[config.mk]
export PLATFORM = sky130hd
export DESIGN_NAME = serial_mag_compare_ctrl
export DESIGN_NICKNAME = d
export VERILOG_FILES = /design/src/rtl/serial_mag_compare_ctrl.sv
export SDC_FILE = /design/constraint.sdc
export NUM_CORES = 1
export LEC_CHECK = 0
export CORE_MARGIN = 2
export CORE_UTILIZATION = 46
export CTS_BUF_LIST = sky130_fd_sc_hd__clkbuf_16
export DETAILED_ROUTE_END_ITERATION = 10
export HOLD_SLACK_MARGIN = 0.02
export PLACE_DENSITY = 0.82
export SLEW_MARGIN = 20
export SYNTH_ARGS = -nofsm -noshare
export SYNTH_HDL_FRONTEND = slang
export SYNTH_SLANG_ARGS = --single-unit
[constraint.sdc]
create_clock -name clk -period 1.6 [get_ports clk]
set_input_delay 0.16 -clock clk [delete_from_list [all_inputs] [get_ports clk]]
set_output_delay 0.16 -clock clk [all_outputs]
set_load 0.01 [all_outputs]
[src/rtl/serial_mag_compare_ctrl.sv]
// Serial magnitude comparator: one 4-bit compare slice per clock over WIDTH-bit operands.
// Define SMC_EARLY_TERM_EN for an MSB-first scan that stops at the first unequal nibble.
module serial_mag_compare_ctrl #(
    parameter int WIDTH = 16
) (
    input  logic             clk,
    input  logic             rst,
    input  logic             start,
    input  logic [WIDTH-1:0] a,
    input  logic [WIDTH-1:0] b,
    output logic             busy,
    output logic             done,
    output logic             a_gt,
    output logic             a_lt,
    output logic             a_eq
);

    localparam int NIBBLES = (WIDTH + 3) / 4;
    localparam int NW      = NIBBLES * 4;
    localparam int CW      = $clog2(NIBBLES) + 1;
    localparam logic [CW-1:0] LAST_IDX = CW'(NIBBLES - 1);

    typedef enum logic [1:0] {
        S_IDLE,
        S_RUN,
        S_DONE
    } state_t;

    state_t          state_q, state_d;
    logic [NW-1:0]   a_q, a_d, b_q, b_d;
    logic [NW-1:0]   a_ext, b_ext;
    logic [CW-1:0]   cnt_q, cnt_d;
    logic [2:0]      casc_q, casc_d;
    logic [2:0]      res_q, res_d;
    logic [3:0]      a_nib, b_nib;
    logic [2:0]      step;
    logic            finish;

    always_comb begin
        a_ext              = '0;
        b_ext              = '0;
        a_ext[WIDTH-1:0]   = a;
        b_ext[WIDTH-1:0]   = b;

`ifdef SMC_EARLY_TERM_EN
        a_nib = a_q[NW-1 -: 4];
        b_nib = b_q[NW-1 -: 4];
`else
        a_nib = a_q[3:0];
        b_nib = b_q[3:0];
`endif

        // One slice: an unequal nibble overrides the cascade, an equal one passes it on.
        if (a_nib > b_nib) begin
            step = 3'b100;
        end else if (a_nib < b_nib) begin
            step = 3'b010;
        end else begin
            step = casc_q;
        end

`ifdef SMC_EARLY_TERM_EN
        finish = (cnt_q == LAST_IDX) || (a_nib != b_nib);
`else
        finish = (cnt_q == LAST_IDX);
`endif
    end

    always_comb begin
        state_d = state_q;
        a_d     = a_q;
        b_d     = b_q;
        cnt_d   = cnt_q;
        casc_d  = casc_q;
        res_d   = res_q;

        case (state_q)
            S_RUN: begin
                cnt_d  = cnt_q + 1'b1;
                casc_d = step;
`ifdef SMC_EARLY_TERM_EN
                a_d    = a_q << 4;
                b_d    = b_q << 4;
`else
                a_d    = a_q >> 4;
                b_d    = b_q >> 4;
`endif
                if (finish) begin
                    state_d = S_DONE;
                    res_d   = step;
                end
            end
            S_DONE: begin
                state_d = S_IDLE;
            end
            default: begin
                state_d = S_IDLE;
            end
        endcase

        // Start is honoured in IDLE and DONE alike; it restarts the cascade and clears the result.
        if (start && (state_q != S_RUN)) begin
            state_d = S_RUN;
            a_d     = a_ext;
            b_d     = b_ext;
            cnt_d   = '0;
            casc_d  = 3'b001;
            res_d   = 3'b000;
        end
    end

    always_ff @(posedge clk) begin
        if (rst) begin
            state_q <= S_IDLE;
            cnt_q   <= '0;
            casc_q  <= 3'b001;
            res_q   <= 3'b000;
        end else begin
            state_q <= state_d;
            cnt_q   <= cnt_d;
            casc_q  <= casc_d;
            res_q   <= res_d;
        end
    end

    always_ff @(posedge clk) begin
        a_q <= a_d;
        b_q <= b_d;
    end

    assign busy = (state_q == S_RUN);
    assign done = (state_q == S_DONE);
    assign {a_gt, a_lt, a_eq} = res_q;

endmodule

==> flow_summary.json, run 1 <==
{
  "status": "completed",
  "final_core_util": 0.640,
  "worstHoldStart": "res_q[2]",
  "p_seq_frac": 0.493,
  "wl_per_cell_microns": 13.2,
  "hold_end": "res_q[2]",
  "grt.total_usage": 0.177,
  "switchingPower_mw": 0.666,
  "final_hold_viol_count": 0,
  "total_leakage_power_nw": 1.13,
  "total_power_mw": 2.77,
  "combPwrFrac": 0.159,
  "ir_drop_uv": 723,
  "finalCritPeriodShare": 0.975,
  "synth_edf_count": 32,
  "seq_area_frac_synth": 0.595,
  "synth_area_sq_um": 1980,
  "drt_iter0_markers": 63,
  "p_int_mw": 2.11,
  "rrSetupSlack_ns": 0.04,
  "n_antenna_cell": 0,
  "worstSetupPathType": "register to register",
  "crit_path_start_kind": "register",
  "hp-class": "register to register",
  "grt_max_degree": 33,
  "placed_area_sq_um": 2460,
  "die_y_microns": 69.7,
  "ctsHtreeMaxLevel": 2,
  "dp_hpwl_mm": 2.65,
  "root_buffer": "clkbuf_16",
  "drt-pass1-iter-count": 4,
  "clkPwrFrac": 0.348,
  "boundaryPins": 40,
  "clk_latency_ns": 0.28,
  "fillers": 319,
  "slew_viol_final": 0,
  "post-route-min-period_ns": 1.56,
  "cts_tree": "done",
  "grt_pass1_wl_mm": 6.60,
  "die-area_sq_um": 4860,
  "io_buffers": 39,
  "worst_hold_path.num_cells": 2,
  "tightest_slew_ns": 0.456,
  "globalplace.congestion": 0.791,
  "yosys-top-cells-count": "75 x nand2_1, 32 x edfxtp_1, 12 x nor2_1",
  "viasPerCell": 5.03,
  "clock-sinks": 43,
  "required_ns": 1.79,
  "drive_above_1_share": 0.0947,
  "synth.distinct_cells": 34,
  "path_clk_slew_ns": 0.06,
  "r2r_end": "res_q[1]",
  "max-slew-margin-rel": 0.695,
  "antenna_found_initial": 0,
  "synth_nets": 237,
  "num_vias": 1473,
  "synth-seq-cells": 43,
  "cts_buffers": 5,
  "fp.dieW_microns": 69.7,
  "rsz0062_at_grt": "no",
  "num_rows": 23,
  "wl_mm": 3.87,
  "syn_area_per_cell_sq_um": 10.1,
  "finalClockSkew_ns": 0.00274,
  "setup_tns_ns": 0,
  "netSwitchingFraction": 0.240,
  "final_area_sq_um": 2620,
  "synth_largest_area_cell": "edfxtp_1",
  "clock.fmax_mhz": 641,
  "crit_arrival_ns": 1.75,
  "reg2reg_from": "a_q[1]",
  "clockBufferDepth": 2,
  "area_delta_synth_final_pct": 31.8,
  "synthFlopType": "edfxtp_1",
  "path_max_fanout": 5,
  "maxCapViolCount": 0,
  "power_density_nw_per_um2": 1060,
  "layout_setup_ws_ns": 0.0396,
  "async_flop_share": 0,
  "synth.area.top_cells": "edfxtp_1 48%, nand2_1 14%, dfxtp_1 11%",
  "ant_nets": 0,
  "overflow": 0,
  "drc_errors": 0,
  "yosysWarningCount": 0,
  "start_util": 0.486,
  "netlist_instances": 196,
  "first_global_vias": 1407,
  "final_nets": 283,
  "synth.most_common_cell": "nand2_1",
  "setup_viol": 0,
  "synth_top_area_share": 0.484,
  "critPathCaptureType": "register",
  "core-area_sq_um": 4090,
  "dp_slack_ns": 0.0869,
  "r2r.worst_path.cells": 5
}
==> cells in the final DEF (no fill, tap or decap), types with 2 or more instances in the layout <==
cell type,n
buf_4,7
nand3_1,2
nor2_1,12
a21o_1,2
a21oi_1,6
nand2_1,75
clkbuf_16,5
clkdlybuf4s50_1,39
a31oi_1,2
ha_1,6
inv_1,8
clkinvlp_4,2
and3_1,9
clkinv_1,2
nand2b_1,3
edfxtp_1,32
dfxtp_1,10
==> repair_timing <==
action                                  4_1_cts  5_1_grt
endpoints found under the setup margin        1        2
hold buffers                                  0        0
buffers inserted                              0        1
resized for setup                             2        1
==> sequential cells by signal (all words and copies together) (netlist names) <==
register / count
cnt_q: 3
state_q: 2
casc_q: 3
res_q: 3
b_q: 16
a_q: 16
==> worst max-delay path: stages (launching register included) <==
cell	delay, ns
edfxtp_1	0.36
ha_1	0.34
nand2b_1	0.16
a21oi_4	0.09
or2_1	0.25
a221oi_2	0.26
==> worst max path at each step <==
stage	startpoint	end	cells past startpoint	slack, ns
floorplan	state_q[1]	a_q[0]	5	0.04
global placement	start	a_q[14]	5	0.10
detailed placement	start	res_q[1]	5	0.09
CTS	a_q[1]	res_q[1]	5	0.03
global route	a_q[1]	res_q[1]	5	0.00001
finish	a_q[1]	res_q[1]	5	0.04
==> cell type report <==
type / count / area, sq um / area share
multi-input cells: 135 / 718 / 0.275
inverters: 10 / 48.8 / 0.0187
repair buffers: 47 / 463 / 0.177
clock buffers: 5 / 125 / 0.0478
well taps: 50 / 62.6 / 0.0239
clock inverters: 3 / 15.0 / 0.00574
flip-flops and latches: 43 / 1180 / 0.452
==> power groups by stage <==
stage,sequential (mW),combinational [mW],clock [mW]
2_1_floorplan,1.38,0.271,0
3_3_place_gp,1.39,0.417,0
3_5_place_dp,1.39,0.431,0
4_1_cts,1.37,0.437,0.990
5_1_grt,1.38,0.497,1.04
6_report,1.37,0.442,0.965
==> kinds of logic (layout without fill, tap and decap cells) <==
kind of cell	count (synthesis)	after routing	synth area share
simple gates	111	111	0.250
flops	43	43	0.595
compound gates	18	18	0.0681
buf+inv	18	65	0.0492
fa+ha+maj	6	6	0.0378
==> through the flow <==
stage	cells	hold slack, ns
floorplan	196	0.327
global placement	284	0.456
detailed placement	284	0.464
CTS	292	0.472
global route	293	0.506
finish	293	0.469
==> per-layer routing <==
| metal | GRT usage | routed length, microns | vias up |
|---|---|---|---|
| met5 | 0 | 0 | - |
| met2 | 0.285 | 1870 | 40 |
| li1 | - | - | 754 |
| met4 | 0.0705 | 64 | 0 |
| met3 | 0.0523 | 210 | 7 |
| met1 | 0.223 | 1730 | 672 |
No activity file was read; power rests on OpenSTA's default activity.
==> inputs of run 2 (changes only) <==
--- a/config.mk
+++ b/config.mk
@@ -5,6 +5,7 @@
 export SDC_FILE = /design/constraint.sdc
 export NUM_CORES = 1
 export LEC_CHECK = 0
+export CORE_ASPECT_RATIO = 0.6
 export CORE_MARGIN = 2
 export CORE_UTILIZATION = 46
 export CTS_BUF_LIST = sky130_fd_sc_hd__clkbuf_16
==> flow_summary.json, run 2 (synthesized netlist as in run 1, its figures left out) <==
{
  "maxCapViolCount": 0,
  "globalplace.congestion": 0.794,
  "final_common_cell": "nand2_1",
  "num_vias": 1491,
  "path_clk_slew_ns": 0.06,
  "die-area_sq_um": 4870,
  "boundaryPins": 40,
  "tightest_slew_ns": 0.457,
  "finalClockSkew_ns": 0.00414,
  "total_power_mw": 3.14,
  "wl_met1_mm": 1.92,
  "viasPerCell": 4.87,
  "root_buffer": "clkbuf_16",
  "crit_slowest_cell": "edfxtp_1",
  "hp-class": "register to register",
  "area_delta_synth_final_pct": 37.0,
  "reg_top3": "a_q x16, b_q x16",
  "setup_tns_ns": 0,
  "critPathCaptureType": "register",
  "status": "completed",
  "grt_max_degree": 33,
  "crit_path_start_kind": "register",
  "n_antenna_cell": 0,
  "final_core_util": 0.660,
  "total_leakage_power_nw": 1.19,
  "dp_hpwl_mm": 2.78,
  "ctsHtreeMaxLevel": 2,
  "setup_viol": 0,
  "rsz0062_at_grt": "yes",
  "dp_slack_ns": 0.0542,
  "worstPathCellList": "ha_4 > nand4_1 > nor2_1 > o211ai_1 > a211oi_2",
  "first_global_vias": 1358,
  "overflow": 0,
  "postCtsHoldBufs": 0,
  "required_ns": 1.80,
  "final_hold_viol_count": 0,
  "grt.total_usage": 0.191,
  "start_util": 0.481,
  "max_stage_delay_ns": 0.43,
  "clockBufferDepth": 2,
  "num_rows": 18,
  "ir_drop_uv": 627,
  "timing.critical_path.buf_inv": 0,
  "clock.fmax_mhz": 653,
  "fp.dieW_microns": 88.8,
  "post-route-min-period_ns": 1.53,
  "layout_common_cells": "75 x nand2_1, 38 x clkdlybuf4s50_1, 32 x edfxtp_1",
  "antenna_found_initial": 0,
  "worstSetupPathType": "register to register",
  "drt-pass1-iter-count": 4,
  "routed-wl-met3_microns": 290,
  "rrSetupSlack_ns": 0.07,
  "finalCritPeriodShare": 0.957,
  "drc_errors": 0,
  "slew_viol_final": 0,
  "layout_setup_ws_ns": 0.0690,
  "power_density_nw_per_um2": 1150,
  "drive_above_1_share": 0.118,
  "path_max_fanout": 4,
  "io_buffers": 39,
  "clock-sinks": 43,
  "die_y_microns": 54.9,
  "dp_cells": 293,
  "crit_arrival_ns": 1.73,
  "max-slew-margin-rel": 0.694,
  "cts_buffers": 5,
  "ant_nets": 0,
  "wl_per_cell_microns": 13.8,
  "clk_latency_ns": 0.29,
  "core-area_sq_um": 4120,
  "cts_tree": "done",
  "wl_met2_mm": 1.96,
  "wl_mm": 4.24,
  "final_nets": 286,
  "grt_pass1_wl_mm": 6.49,
  "cp_top_family": "flip-flops",
  "top_layer_used": "met4",
  "final_cells": 306,
  "drt_iter0_markers": 100
}
-- run 2: final timing paths --
check,start,endpoint,depth (start not counted)
worst max-delay path,a_q[3],res_q[0],5
worst min-delay path,res_q[2],res_q[2],2
worst max register to register,a_q[3],res_q[0],5
worst min register to register,res_q[2],res_q[2],2
-- run 2: through the flow --
| stage | area, sq um | hold slack (ns) |
|---|---|---|
| 3_5_place_dp | 2460 | 0.462 |
| 3_3_place_gp | 2460 | 0.458 |
| 4_1_cts | 2660 | 0.470 |
| 2_1_floorplan | 1990 | 0.327 |
| 5_1_grt | 2720 | 0.494 |
| 6_report | 2720 | 0.467 |
-- run 2: worst register-to-register path, delay by kind of cell (launching register included) --
kind,cells,cell delay (ns)
DFF,1,0.43
AOI/OAI and AO/OA,2,0.38
and+or+nand+nor,2,0.33
adders and majority gates,1,0.31
-- run 2: what timing repair did --
item                                   CTS  global route
resized for setup                        3             3
pin swaps                                0             3
setup buffers                            0             5
endpoints found under the hold margin    0             0
setup endpoints to repair                1             3
-- run 2: report_power, final --
group / internal, mW / switching, mW / leakage, nW
combinational: 0.221 / 0.247 / 0.672
sequential: 1.34 / 0.0382 / 0.421
clock: 0.888 / 0.410 / 0.0952
-- run 2: metal layers --
layer,GRT usage,vias to the layer above
met3,0.0573,6
met1,0.261,678
met5,0,-
met2,0.280,51
met4,0.0934,0
li1,-,756
-- run 2: final cells by class --
cell class,count,area [sq um]
Fill cell,324,1400
Sequential cell,43,1180
Multi-Input combinational cell,135,736
Timing Repair Buffer,50,488
Clock buffer,5,125
Tap cell,60,75.1
Clock inverter,3,63.8
Inverter,10,48.8
==> inputs of run 3 (changes only) <==
==> constraint.sdc (replaced) <==
create_clock -name clk -period 1.25 [get_ports clk]
set_input_delay 0.125 -clock clk [delete_from_list [all_inputs] [get_ports clk]]
set_output_delay 0.125 -clock clk [all_outputs]
set_load 0.1 [all_outputs]
==> flow_summary.json, run 3 (synthesized netlist as in run 1, its figures left out) <==
{
  "status": "complete, but fails checks",
  "violations": "negative setup slack",
  "die_y_microns": 54.9,
  "drive_above_1_share": 0.403,
  "start_util": 0.481,
  "regArea_sq_um": 1190,
  "placed_area_sq_um": 2670,
  "wl_mm": 5.49,
  "power_density_nw_per_um2": 1270,
  "final_nets": 303,
  "ir_drop_uv": 863,
  "cts_buffers": 5,
  "grt_max_degree": 28,
  "path_max_fanout": 3,
  "root_buffer": "clkbuf_16",
  "final_area_sq_um": 3280,
  "worstSetupPathType": "register to register",
  "clockBufferDepth": 2,
  "setup_viol": 69,
  "hp-class": "register to register",
  "crit_arrival_ns": 1.68,
  "total_power_mw": 4.17,
  "first_global_vias": 1537,
  "rsz0062_at_grt": "yes",
  "grt.total_usage": 0.204,
  "num_rows": 18,
  "globalplace.congestion": 0.829,
  "overflow": 0,
  "layout_common_cells": "37 x nand2_1, 34 x clkdlybuf4s50_1, 32 x edfxtp_1",
  "clk_latency_ns": 0.29,
  "path_clk_slew_ns": 0.06,
  "maxCapViolCount": 0,
  "drt_iter0_markers": 120,
  "total_leakage_power_nw": 1.44,
  "ctsHtreeMaxLevel": 2,
  "finalClockSkew_ns": 0.00623,
  "dp_hpwl_mm": 3.05,
  "dp_slack_ns": -0.231,
  "drt-pass1-iter-count": 4,
  "viasPerCell": 5.09,
  "final_hold_viol_count": 0,
  "wl_per_cell_microns": 17.0,
  "multi_input_area_sq_um": 997,
  "grt_pass1_wl_mm": 7.11,
  "die-area_sq_um": 4870,
  "final_common_cell": "nand2_1",
  "fillers": 220,
  "cts_tree": "done",
  "tightest_slew_ns": 0.439,
  "required_ns": 1.42,
  "postCtsHoldBufs": 0,
  "critPathCaptureType": "register",
  "area_delta_synth_final_pct": 65.3,
  "reg_top3": "a_q x16, b_q x16",
  "num_vias": 1644,
  "ant_nets": 0,
  "drc_errors": 0,
  "clock.fmax_mhz": 665,
  "n_antenna_cell": 0,
  "whs_ns": 0.477,
  "crit_path_start_kind": "register",
  "post-route-min-period_ns": 1.50,
  "fp.dieW_microns": 88.8,
  "max-slew-margin-rel": 0.706,
  "slew_viol_final": 0,
  "antenna_found_initial": 0,
  "clock-sinks": 43,
  "io_buffers": 39,
  "finalCritPeriodShare": 1.20,
  "boundaryPins": 40,
  "core-area_sq_um": 4120,
  "layout_setup_ws_ns": -0.255
}
==> run 3: changes by cell type in the layout (fill, tap and decap cells not counted), sizes merged <==
cell	delta
buf	+20
bufinv	-1
clkbuf	+2
clkdlybuf4s50	-4
dlymetal6s2s	-1
inv	+1
==> run 3: power by group <==
part / leakage (nW) / switching (mW) / internal [mW]
clock network: 0.0864 / 0.525 / 0.928
logic: 0.927 / 0.478 / 0.473
registers: 0.424 / 0.0594 / 1.71
total: 1.44 / 1.06 / 3.11
==> run 3: final timing paths <==
check	start	to	slack (ns)	depth (start not counted)
setup / recovery	b_q[2]	casc_q[1]	-0.25	7
hold / removal	res_q[0]	res_q[0]	0.48	2
setup reg to reg	b_q[2]	casc_q[1]	-0.25	7
hold reg to reg	res_q[0]	res_q[0]	0.48	2
==> run 3: critical path: stages (launching register included) <==
cell and delay [ns]:
edfxtp_1 0.37, inv_1 0.13, ha_4 0.22, nand4_1 0.15, buf_4 0.14, nor2_1 0.04
o21a_1 0.16, o21ba_1 0.18
==> run 3: cell type report <==
| cell class | count | share of cell area |
|---|---|---|
| sequential | 43 | 0.363 |
| multi-input combinational | 135 | 0.304 |
| timing repair buffer | 67 | 0.243 |
| clock buffer | 5 | 0.0381 |
| tap | 60 | 0.0229 |
| inverter | 10 | 0.0175 |
| clock inverter | 3 | 0.0114 |
==> run 3: routing by layer <==
| layer | routed length, microns | track usage | vias up | share of wire |
|---|---|---|---|---|
| li1 | - | - | 790 | - |
| met4 | 48 | 0.0657 | 0 | 0.0087 |
| met1 | 2320 | 0.254 | 788 | 0.42 |
| met5 | 0 | 0 | - | 0 |
| met2 | 2730 | 0.350 | 60 | 0.50 |
| met3 | 387 | 0.0558 | 6 | 0.071 |
==> run 3: through the flow <==
step           setup TNS, ns   util  instances
2_1_floorplan         -11.64      -        196
3_3_place_gp           -8.99  0.648        302
3_5_place_dp          -11.01  0.648        302
4_1_cts                -5.22  0.722        315
5_1_grt               -13.59  0.796        323
6_report              -10.24  0.796        323
==> run 3: repair_timing <==
action / 4_1_cts / 5_1_grt
resized for setup: 15 / 60
buffers inserted: 3 / 7
pin swaps: 5 / 27
cloned: 2 / 2
endpoints found under the setup margin: 39 / 64
